**config.mk**
```make
export PLATFORM = sky130hd
export DESIGN_NAME = bkm_shift_add_flat
export DESIGN_NICKNAME = d
export VERILOG_FILES = /design/src/rtl/bkm_shift_add_if.sv /design/src/rtl/bkm_shift_add.sv /design/src/flat_wrapper.sv
export SDC_FILE = /design/constraint.sdc
export NUM_CORES = 1
export LEC_CHECK = 0
export CAP_MARGIN = 20
export CORE_MARGIN = 3
export CORE_UTILIZATION = 55
export CTS_BUF_LIST = sky130_fd_sc_hd__clkbuf_2
export DETAILED_ROUTE_END_ITERATION = 10
export PLACE_DENSITY = 0.87
export SETUP_SLACK_MARGIN = 0.15
export SLEW_MARGIN = 20
export SYNTH_ARGS = -nofsm -noshare
export SYNTH_HDL_FRONTEND = slang
export SYNTH_SLANG_ARGS = --single-unit
export TNS_END_PERCENT = 100
```
**constraint.sdc**
```tcl
create_clock -name clk -period 4.7 [get_ports clk]
set_input_delay 1.175 -clock clk [delete_from_list [all_inputs] [get_ports clk]]
set_output_delay 1.175 -clock clk [all_outputs]
set_load 0.1 [all_outputs]
```
**src/rtl/bkm_shift_add_if.sv**
```systemverilog
// Handshake and data bundle between the BKM digit-selection logic and the
// shift-and-add datapath.
interface bkm_shift_add_if #(
  parameter int W = 16,
  parameter int N = W - 1
);
  logic                ena;
  logic                start;
  logic signed [W-1:0] x_in;
  logic [2*N-1:0]      d_in;
  logic                busy;
  logic                done;
  logic signed [W-1:0] x_out;
  logic                ovf;

  modport master (output ena, start, x_in, d_in, input busy, done, x_out, ovf);
  modport slave  (input ena, start, x_in, d_in, output busy, done, x_out, ovf);
endinterface

```
**src/rtl/bkm_shift_add.sv**
```systemverilog
// Iterative BKM shift-and-add datapath: x(n+1) = x(n) + d(n)*(x(n) >>> n),
// one iteration per enabled clock, result handed to the FPU normaliser.
module add_subb #(
  parameter int W = 16
) (
  input  logic [W-1:0] a,
  input  logic [W-1:0] b,
  input  logic         subb_a,
  input  logic         subb_b,
  output logic [W-1:0] sum,
  output logic         carry
);
  logic [W:0] w_s;

  // Each negated operand is ones-complemented and gets its +1 via a carry-in.
  assign w_s = {1'b0, a ^ {W{subb_a}}} + {1'b0, b ^ {W{subb_b}}}
             + {{W{1'b0}}, subb_a} + {{W{1'b0}}, subb_b};
  assign {carry, sum} = w_s;
endmodule

module bkm_shift_add #(
  parameter int W = 16,
  parameter int N = W - 1
) (
  input  logic           clk,
  input  logic           rst_n,
  bkm_shift_add_if.slave bus
);
  localparam int CW = $clog2(N) + 1;

  typedef enum logic [1:0] {S_IDLE, S_RUN, S_DONE} state_t;

  state_t              r_state, w_state_nxt;
  logic [CW-1:0]       r_cnt;
  logic signed [W-1:0] r_x, r_xout;
  logic [2*N-1:0]      r_d;
  logic                r_ovf;

  logic [1:0]          w_dig;
  logic                w_add, w_sub, w_upd, w_last, w_accept, w_ovf;
  logic signed [W-1:0] w_sh;
  logic [W-1:0]        w_sum;
  logic                w_carry_unused;

  // Digits are consumed from the bottom of r_d, which shifts down two bits per iteration.
  assign w_dig    = r_d[1:0];
  assign w_add    = (w_dig == 2'b01);
  assign w_sub    = (w_dig == 2'b11);
  assign w_upd    = w_add | w_sub;
  assign w_last   = (r_cnt == CW'(N - 1));
  assign w_accept = bus.start && (r_state != S_RUN);
  assign w_sh     = r_x >>> r_cnt;

  add_subb #(.W(W)) u_add_subb (
    .a      (r_x),
    .b      (w_sh),
    .subb_a (1'b0),
    .subb_b (w_sub),
    .sum    (w_sum),
    .carry  (w_carry_unused)
  );

  always_comb begin
    w_ovf = 1'b0;
    if (w_add)
      w_ovf = (r_x[W-1] == w_sh[W-1]) && (w_sum[W-1] != r_x[W-1]);
    else if (w_sub)
      w_ovf = (r_x[W-1] != w_sh[W-1]) && (w_sum[W-1] != r_x[W-1]);
  end

  always_comb begin
    w_state_nxt = r_state;
    case (r_state)
      S_IDLE:  if (bus.start) w_state_nxt = S_RUN;
      S_RUN:   if (w_last)    w_state_nxt = S_DONE;
      S_DONE:  w_state_nxt = bus.start ? S_RUN : S_IDLE;
      default: w_state_nxt = S_IDLE;
    endcase
  end

  always_ff @(posedge clk or negedge rst_n) begin
    if (!rst_n)       r_state <= S_IDLE;
    else if (bus.ena) r_state <= w_state_nxt;
  end

  always_ff @(posedge clk or negedge rst_n) begin
    if (!rst_n) begin
      r_cnt  <= '0;
      r_x    <= '0;
      r_d    <= '0;
      r_xout <= '0;
      r_ovf  <= 1'b0;
    end else if (bus.ena) begin
      if (w_accept) begin
        r_x   <= bus.x_in;
        r_d   <= bus.d_in;
        r_cnt <= '0;
        r_ovf <= 1'b0;
      end else if (r_state == S_RUN) begin
        if (w_upd)         r_x   <= w_sum;
        if (w_upd && w_ovf) r_ovf <= 1'b1;
        r_d   <= r_d >> 2;
        r_cnt <= r_cnt + CW'(1);
        if (w_last) r_xout <= w_upd ? w_sum : r_x;
      end
    end
  end

  assign bus.busy  = (r_state == S_RUN);
  assign bus.done  = (r_state == S_DONE);
  assign bus.x_out = r_xout;
  assign bus.ovf   = r_ovf;
endmodule

```
**src/flat_wrapper.sv**
```systemverilog
// flat-port wrapper written by rule: the top's interface ports become plain ports
module bkm_shift_add_flat 
#(
  parameter int W = 16,
  parameter int N = W - 1
)
  (clk, rst_n, bus_ena, bus_start, bus_x_in, bus_d_in, bus_busy, bus_done, bus_x_out, bus_ovf);
  bkm_shift_add_if #(.W(W), .N(N)) bus_i ();
  input  logic clk;
  input  logic rst_n;
  input wire logic [$bits(bus_i.ena)-1:0] bus_ena;
  input wire logic [$bits(bus_i.start)-1:0] bus_start;
  input wire logic [$bits(bus_i.x_in)-1:0] bus_x_in;
  input wire logic [$bits(bus_i.d_in)-1:0] bus_d_in;
  output wire logic [$bits(bus_i.busy)-1:0] bus_busy;
  output wire logic [$bits(bus_i.done)-1:0] bus_done;
  output wire logic [$bits(bus_i.x_out)-1:0] bus_x_out;
  output wire logic [$bits(bus_i.ovf)-1:0] bus_ovf;
  assign bus_i.ena = bus_ena;
  assign bus_i.start = bus_start;
  assign bus_i.x_in = bus_x_in;
  assign bus_i.d_in = bus_d_in;
  assign bus_busy = bus_i.busy;
  assign bus_done = bus_i.done;
  assign bus_x_out = bus_i.x_out;
  assign bus_ovf = bus_i.ovf;
  bkm_shift_add #(.W(W), .N(N)) u_core (.clk(clk), .rst_n(rst_n), .bus(bus_i));
endmodule
```
# --- Yosys cells after proc, flatten, opt, wreduce, memory -nomap -nowiden ---
# Cells that the tools add are included.
totals:
  register_bits: 70
  latchBits: 0
  mem_bits_rw: 0
  romBits: 0
  inputBits: 50
  out_inout_bits: 19
  wordCells: 51
  memories: 0
op_classes:
  add_sub_neg: 3
  n_mul: 0
  n_div: 0
  magnitude_cmp: 0
  n_eq_ne: 11
  shifts: 1
  n_mux: 16
  n_bitwise: 3
  reduce_logical: 11
ops:
  columns: ["cell", "count"]
  rows:
  - ["30-bit 2-to-1 mux", 2]
  - ["16-bit 2-to-1 mux", 3]
  - ["16-bit by 1-bit adder with 16-bit output", 1]
  - ["16-bit adder", 1]
  - ["16-bit by 5-bit >>> shifter with 16-bit output", 1]
  - ["16-bit XOR", 1]
  - ["5-bit 2-to-1 mux", 2]
  - ["1-bit 2-to-1 mux", 6]
  - ["2-bit case mux with 3 select lines", 1]
  - ["3-bit AND reduction", 2]
  - ["5-bit by 1-bit adder with 5-bit output (second input constant)", 1]
  - ["5-bit by 4-bit equality test with 1-bit output (second input constant)", 1]
  - ["2-bit by 1-bit equality test with 1-bit output (second input constant)", 2]
  - ["2-bit equality test (second input constant)", 2]
  - ["1-bit logical AND", 4]
  - ["2-bit 2-to-1 mux", 2]
  - ["2-bit by 1-bit inequality test with 1-bit output (second input constant)", 2]
  - ["4-bit AND reduction", 1]
  - ["2-bit nonzero test", 2]
  - ["2-bit zero test", 1]
  - ["1-bit inequality test", 2]
  - ["2-bit inequality test (second input constant)", 1]
  - ["2-bit AND reduction", 1]
  - ["1-bit equality test", 1]
  - ["other kinds (2)", 2]

# --- Logic depth before layout (Yosys ltp) ---
# Gate-level depths: netlist of the first run.
depth:
  word_depth: 12
  ltp_mapped: 18
  ltp_nobuf: 17

# --- By module ---
# From an unflattened synthesis of the first run, not the netlist that was laid out.
unflattened:
  cells_unflattened: 584
  area_unflattened_um2: 5421.4
by_module_without_submodules:
  columns: ["module", "instances", "cells_per_inst", "area_per_inst_um2", "seq_area_each_um2"]
  rows:
  - ["bkm_shift_add", 1, 404, 4006.3, 1751.7]
  - ["add_subb", 1, 180, 1415.1, 0.0]

# --- Worst setup path after synthesis of the first run ---
# Ideal clock, no wire load.
synth_timing:
  path_type: "register to register"
  startpoint: "register u_core.r_cnt[1]"
  endpoint: "register u_core.r_x[14]"
  setup_ns: 0.134
  arrival_ns: 3.594
  t_required_ns: 4.566
  path_slack_ns: 0.972
  stages_incl_launch_ff: 18
  n_path_buf: 2
  synth_period_minus_slack_ns: 3.728
  cell_sequence: "dfrtp_1 > buf_4 > clkbuf_1 > mux4_1 > mux2i_1 > nand2_1 > o21ai_0 > o21ai_0 > xnor2_1 > fa_1 > a21o_1 > a21oi_1 > o21a_1 > nor3_1 > a31o_2 > a21o_1 > a311oi_1 > o21ai_0"
synth_via:
  elab_chain_cells: 7
synth_lines:
  columns: ["item", "line_no", "source"]
  rows:
  - ["start, declared", "bkm_shift_add.sv:34", "logic [CW-1:0] r_cnt;"]
  - ["start signal, assigned", "bkm_shift_add.sv:103", "r_cnt <= r_cnt + CW'(1);"]
  - ["16-bit by 5-bit >>> shifter with 16-bit output", "bkm_shift_add.sv:52", "assign w_sh = r_x >>> r_cnt;"]
  - ["16-bit XOR", "bkm_shift_add.sv:16", "assign w_s = {1'b0, a ^ {W{subb_a}}} + {1'b0, b ^ {W{subb_b}}}"]
  - ["16-bit adder", "bkm_shift_add.sv:16", null]
  - ["16-bit by 1-bit adder with 16-bit output", "bkm_shift_add.sv:17", "+ {{W{1'b0}}, subb_a} + {{W{1'b0}}, subb_b};"]
  - ["16-bit 2-to-1 mux", "bkm_shift_add.sv:100", "if (w_upd) r_x <= w_sum;"]
  - ["16-bit 2-to-1 mux", "bkm_shift_add.sv:99", "end else if (r_state == S_RUN) begin"]
  - ["16-bit 2-to-1 mux", "bkm_shift_add.sv:94", "if (w_accept) begin"]
  - ["end signal, assigned", "bkm_shift_add.sv:95", "r_x <= bus.x_in;"]
  - ["end signal, assigned", "bkm_shift_add.sv:100", null]
  - ["end, declared", "bkm_shift_add.sv:35", "logic signed [W-1:0] r_x, r_xout;"]
# Every way passes these cells. The select of a mux whose other input is x is not followed.
# A chain may end at the register's enable or synchronous reset.

# --- Worst setup path after layout of the first run ---
layout_timing:
  startpoint: "register u_core.r_cnt[0]"
  endpoint: "register u_core.r_x[15]"
# Same word-level chain as after synthesis.

==> results of run 1 <==
## logic make-up (layout without fill, tap and decap cells)
group | count (synthesis) | after routing | share of synthesized area (%)
compound gates | 194 | 194 | 24.92
simple gates | 143 | 143 | 13.65
flops | 70 | 70 | 36.26
buf+inv | 50 | 104 | 4.170
mux | 40 | 40 | 11.73
xor+xnor | 26 | 26 | 4.714
fa+ha+maj | 17 | 17 | 4.558
## synthesized netlist by cell type, types with 2 or more instances
library cell	count
a21oi_1	74
dfrtp_1	70
nor2_1	60
nand2_1	34
o22ai_1	34
clkbuf_1	32
o21ai_0	30
mux2i_1	20
xnor2_1	20
ha_1	16
nor3_1	10
mux2_2	9
a21o_1	8
a32oi_1	7
mux4_1	7
a211oi_1	6
a31oi_1	6
buf_1	6
inv_1	6
nand4_1	6
nor2b_1	6
xor2_1	6
nand3_1	5
nand3b_1	5
o31ai_1	4
mux4_2	3
o21a_1	3
or3_1	3
a32o_1	2
clkinv_1	2
nand2b_1	2
nor3b_1	2
nor4_1	2
o21ai_2	2
o221ai_1	2
or2_2	2
## registers in the layout (all words and copies together) (netlist names)
| name | cells |
|---|---|
| u_core.bus.ovf | 1 |
| u_core.r_x | 16 |
| u_core.r_d | 30 |
| u_core.bus.x_out | 16 |
| u_core.r_cnt | 5 |
| u_core.r_state | 2 |
## stage by stage
stage	util (%)	setup WS (ns)
finish	67.44	0.4872
global route	67.44	0.1965
CTS	67.34	0.4631
detailed placement	66.32	0.4469
global placement	66.32	0.6488
floorplan	-	0.9720
## cell type report
class                      instances  area [sq um]  area share (%)
multi-input combinational        420          2883           51.00
sequential                        70          1754           31.03
timing repair buffer              81         765.7           13.55
tap                              105         131.4           2.324
clock buffer                       9         45.04          0.7968
clock inverter                     6         40.04          0.7083
inverter                           8         33.78          0.5976
## repair_timing
action,4_1_cts,5_1_grt
resized for setup,0,3
setup endpoints to repair,0,3
hold buffers,0,0
## critical path: cells and delay by family, from the launching register on
kind                       cells  cell delay (ns)
AOI/OAI and AO/OA              6             1.07
and+or+nand+nor                4             0.88
muxes                          2             0.88
DFF                            1             0.49
adders and majority gates      1             0.37
buffers and inverters          1             0.25
xor gates and xnor gates       1             0.16
## routing by layer
layer  GRT usage, %  up-vias  routed length (microns)
li1               -     2110                        -
met1          39.66     2199                     5971
met2          44.13      235                     6436
met3          5.891       26                     1187
met4          8.088        0                      221
met5              0        -                        0
## path summary, 6_finish.rpt
check                                 from              to  slack [ns]  depth (start not counted)
max                        u_core.r_cnt[0]  u_core.r_x[15]        0.49                         15
max in group asynchronous            rst_n   u_core.r_x[7]        2.96                          2
max reg2reg                u_core.r_cnt[0]  u_core.r_x[15]        0.49                         15
min in group asynchronous            rst_n  u_core.r_x[14]        0.70                          1
min                         u_core.r_d[29]  u_core.r_d[29]        0.54                          1
min reg2reg                 u_core.r_d[29]  u_core.r_d[29]        0.54                          1
==> flow_summary.yaml, run 1 <==
sta:
  hold_violations: 0
  maxSlewViolCount: 0
  hold_ws_ns: 0.5425
  grt_setup_unrepaired: "no"
  final_min_period_over_clock_period_pct: 89.63
  clock_skew_ns: 0.04961
  relSlewSlack_pct: 33.95
  setup_tns_ns: 0
  worst_slew_pin_slew_ns: 0.9877
  layout_min_cycle_time_ns: 4.213
  setup_viol_count_final: 0
  clock.fmax_ghz: 0.2374
worst_setup_path:
  cp.required_ns: 5.07
  worstSetupPathType: "flop to flop"
  cp_slowest_cell: "mux4_1"
  critical_path.max_fanout: 14
  path_common_cell: "o21ai_0"
  crit_arrival_ns: 4.58
  cp-end-kind: "flop"
  setup.worst_path.start_class: "flop"
  max_stage_delay_ns: 0.59
  crit_chain: "buf_4, mux4_1, mux2_2, o21ai_0, o21ai_0, xnor2_1, ha_1, a21oi_1, o21ai_0, nand3_1, nor4b_1, o31ai_1, and4b_1, nor3_1, o21ai_0"
cts:
  tritoncts: "done"
  clockBufferDepth: 2
  clk_latency_ns: 0.51
  h-tree-depth: 3
  clkSinkCount: 70
  cts_buffers: 9
  post-cts-setup-buffers: 0
  cts_root_buf: "clkbuf_2"
  clkTransAtPathRegs_ns: 0.20
cells_and_area:
  final_cell_area_sq_um: 5653
  final_common_cell: "a21oi_1"
  layout.nets: 657
  drive_above_1_share_pct: 9.596
  layout_common_cells: "a21oi_1, dfrtp_1, clkdlybuf4s50_1"
  areaGrowthSynthToFinish_pct: 17.02
  n_antenna_cell: 0
  fillers: 682
  stdcell_count: 699
drt:
  vias_per_cell: 6.538
  drt_iter0_drc: 358
  wl_per_cell_microns: 19.77
  wl_microns: 13820
  drc: 0
  vias: 4570
  postRouteAntennaNets: 0
  first_pass_iters: 5
synthesis:
  seq_area_frac_synth_pct: 36.26
  synth_edf_count: 0
  yosys-top-cells-area: "dfrtp_1, a21oi_1, nor2_1"
  syn_nets: 607
  synth-async-reset-ratio_pct: 100.0
  synthFlopType: "dfrtp_1"
  synth_area_sq_um: 4831
  synthCells: 540
  synth.distinct_cells: 64
  ys_ff_latch: 70
  ys_warn_count: 0
  syn_avg_cell_area_sq_um: 8.946
  yosysTopAreaCell: "dfrtp_1"
  synth_top_area_share_pct: 36.26
grt:
  grt.overflow.total: 0
  grt_pass1_vias: 4576
  track_usage_pct: 28.18
  grt_max_degree: 39
  antenna_found_initial: 0
  grt_pass1_wl_microns: 22430
placed_design:
  placed_cell_area_sq_um: 5559
  numPortBuffers: 68
  dp.cells: 684
  place_congestion: 0.9350
  post-dp-hpwl_microns: 9873
die:
  row_count: 33
  die-area_sq_um: 9944
  io_pins: 69
  die_h_microns: 99.72
  die_width_microns: 99.72
  core_area_sq_um: 8382
  initial_core_util_pct: 57.64
job:
  cap_violations: 0
worst_hold_path:
  holdCritPathClass: "flop to flop"
status:
  status: "finished clean"
Power of run 1 is left out: the tool's default activity adds up to more than one toggle a clock period on the data nets, which glitch-free logic cannot reach.
==> run 2, diff against run 1 <==
--- a/config.mk
+++ b/config.mk
@@ -10,6 +10,7 @@
 export CORE_UTILIZATION = 55
 export CTS_BUF_LIST = sky130_fd_sc_hd__clkbuf_2
 export DETAILED_ROUTE_END_ITERATION = 10
+export GPL_ROUTABILITY_DRIVEN = 0
 export PLACE_DENSITY = 0.87
 export SETUP_SLACK_MARGIN = 0.15
 export SLEW_MARGIN = 20
==> run 2 against run 1 <==
Effect of this change:
- sequential cell count is the same
- fmax fell by 0.76%
- non-clock buffer count down 1
- sequential share of layout area decreased by 0.062 points
- utilization up 0.13 points
- final area increased by 0.20%
- worst hold slack got worse by 0.0077 ns
==> flow_summary.yaml, run 2 (synthesis results as in run 1) <==
grt:
  antenna_found_initial: 0
  grt.overflow.total: 0
  grt_pass1_vias: 4437
  grt_pass1_wl_microns: 22110
  grt_max_degree: 44
  track_usage_pct: 27.80
cts:
  cts_root_buf: "clkbuf_2"
  cts_hold_buf: 0
  clockBufferDepth: 2
  cts_buffers: 9
  clk_latency_ns: 0.51
  tritoncts: "done"
  post-cts-setup-buffers: 0
  h-tree-depth: 3
  clkSinkCount: 70
  clkTransAtPathRegs_ns: 0.22
sta:
  clock_skew_ns: 0.04166
  final_min_period_over_clock_period_pct: 90.32
  clock.fmax_ghz: 0.2356
  setup_tns_ns: 0
  hold_ws_ns: 0.5349
  grt_setup_unrepaired: "no"
  layout_min_cycle_time_ns: 4.245
  maxSlewViolCount: 0
  relSlewSlack_pct: 33.33
  setup_viol_count_final: 0
  final.setup.worst_slack_ns: 0.4550
  hold_violations: 0
  worst_slew_pin_slew_ns: 0.9969
placed_design:
  pre_cts_ws_ns: 0.4521
  numPortBuffers: 68
  post-dp-hpwl_microns: 9855
  dp.cells: 683
worst_setup_path:
  reg2reg_to: "u_core.r_x[15]"
  rr_worst_depth: 15
  worst_r2r_startpoint: "u_core.r_cnt[0]"
  setup.worst_path.start_class: "flop"
  cp.required_ns: 5.07
  cp-end-kind: "flop"
  crit_arrival_ns: 4.62
  r2r_setup_slack_ns: 0.45
  critical_path.max_fanout: 14
  worstSetupPathType: "flop to flop"
cells_and_area:
  regMostFlops: "u_core.r_d"
  final_common_cell: "a21oi_1"
  n_antenna_cell: 0
  layout_common_cells: "a21oi_1, dfrtp_1, clkdlybuf4s50_1"
  drive_above_1_share_pct: 9.764
  largest_register_ffs: 30
  seq_area_sq_um: 1754
  fillers: 658
  areaGrowthSynthToFinish_pct: 17.25
  layout.nets: 656
  multi_input_area_sq_um: 2887
  stdcell_count: 699
worst_hold_path:
  holdCritPathClass: "flop to flop"
  min_to: "u_core.r_state[0]"
  min_from: "u_core.r_state[0]"
  hold-path-cell-count: 1
die:
  die_width_microns: 99.72
  die_h_microns: 99.72
  core_area_sq_um: 8382
  row_count: 33
  initial_core_util_pct: 57.64
  io_pins: 69
  die-area_sq_um: 9944
drt:
  vias_per_cell: 6.521
  postRouteAntennaNets: 0
  first_pass_iters: 5
  vias: 4558
  drc: 0
  wl_microns: 13580
  wl_per_cell_microns: 19.43
  drt_iter0_drc: 458
status:
  status: "finished clean"
job:
  cap_violations: 0
## run 2: how the worst max path moves through the flow
stage | cells after the start | to | from | slack, ns
2_1_floorplan | 17 | u_core.r_x[14] | u_core.r_cnt[1] | 0.97
3_3_place_gp | 16 | u_core.r_x[14] | u_core.r_cnt[0] | 0.67
3_5_place_dp | 16 | u_core.r_x[14] | u_core.r_cnt[0] | 0.45
4_1_cts | 15 | u_core.bus.x_out[15] | u_core.r_cnt[0] | 0.42
5_1_grt | 16 | u_core.r_x[14] | u_core.r_cnt[0] | 0.16
6_report | 15 | u_core.r_x[15] | u_core.r_cnt[0] | 0.45
## run 2: per-layer routing
layer	GRT usage (%)	share of wire, %	vias to the layer above
met5	0	0	-
met4	8.824	1.5	0
met3	4.698	8.7	24
met2	44.07	48	242
met1	39.05	42	2182
li1	-	-	2110
## run 2: per-stage QoR
stage	cell area, sq um	util [%]
6_report	5664	67.58
5_1_grt	5664	67.58
4_1_cts	5652	67.43
3_5_place_dp	5552	66.23
3_3_place_gp	5552	66.23
2_1_floorplan	4831	-
## run 2: layout make-up
| type | instances | area share, % |
|---|---|---|
| Tap cell | 105 | 2.319 |
| Multi-Input combinational cell | 420 | 50.96 |
| Timing Repair Buffer | 80 | 13.39 |
| Sequential cell | 70 | 30.97 |
| Inverter | 8 | 0.5964 |
| Clock buffer | 9 | 0.7952 |
| Clock inverter | 7 | 0.9719 |
## run 2: what timing repair did
action,4_1_cts,5_1_grt
resized for setup,0,4
endpoints found under the hold margin,0,0
endpoints found under the setup margin,0,8
## run 2: worst max-delay path: stages (launching register included)
cell and delay, ns:
dfrtp_2 0.51, buf_4 0.26, mux4_1 0.56, mux2_2 0.27, o21ai_0 0.17, o21ai_0 0.15, xnor2_1 0.17, ha_1 0.38
a21oi_2 0.22, o21ai_0 0.16, nand3_1 0.16, nor4b_1 0.28, o31ai_1 0.18, and4b_1 0.22, nor3_1 0.31, o21ai_0 0.14
Power of run 2 is left out for the same reason.
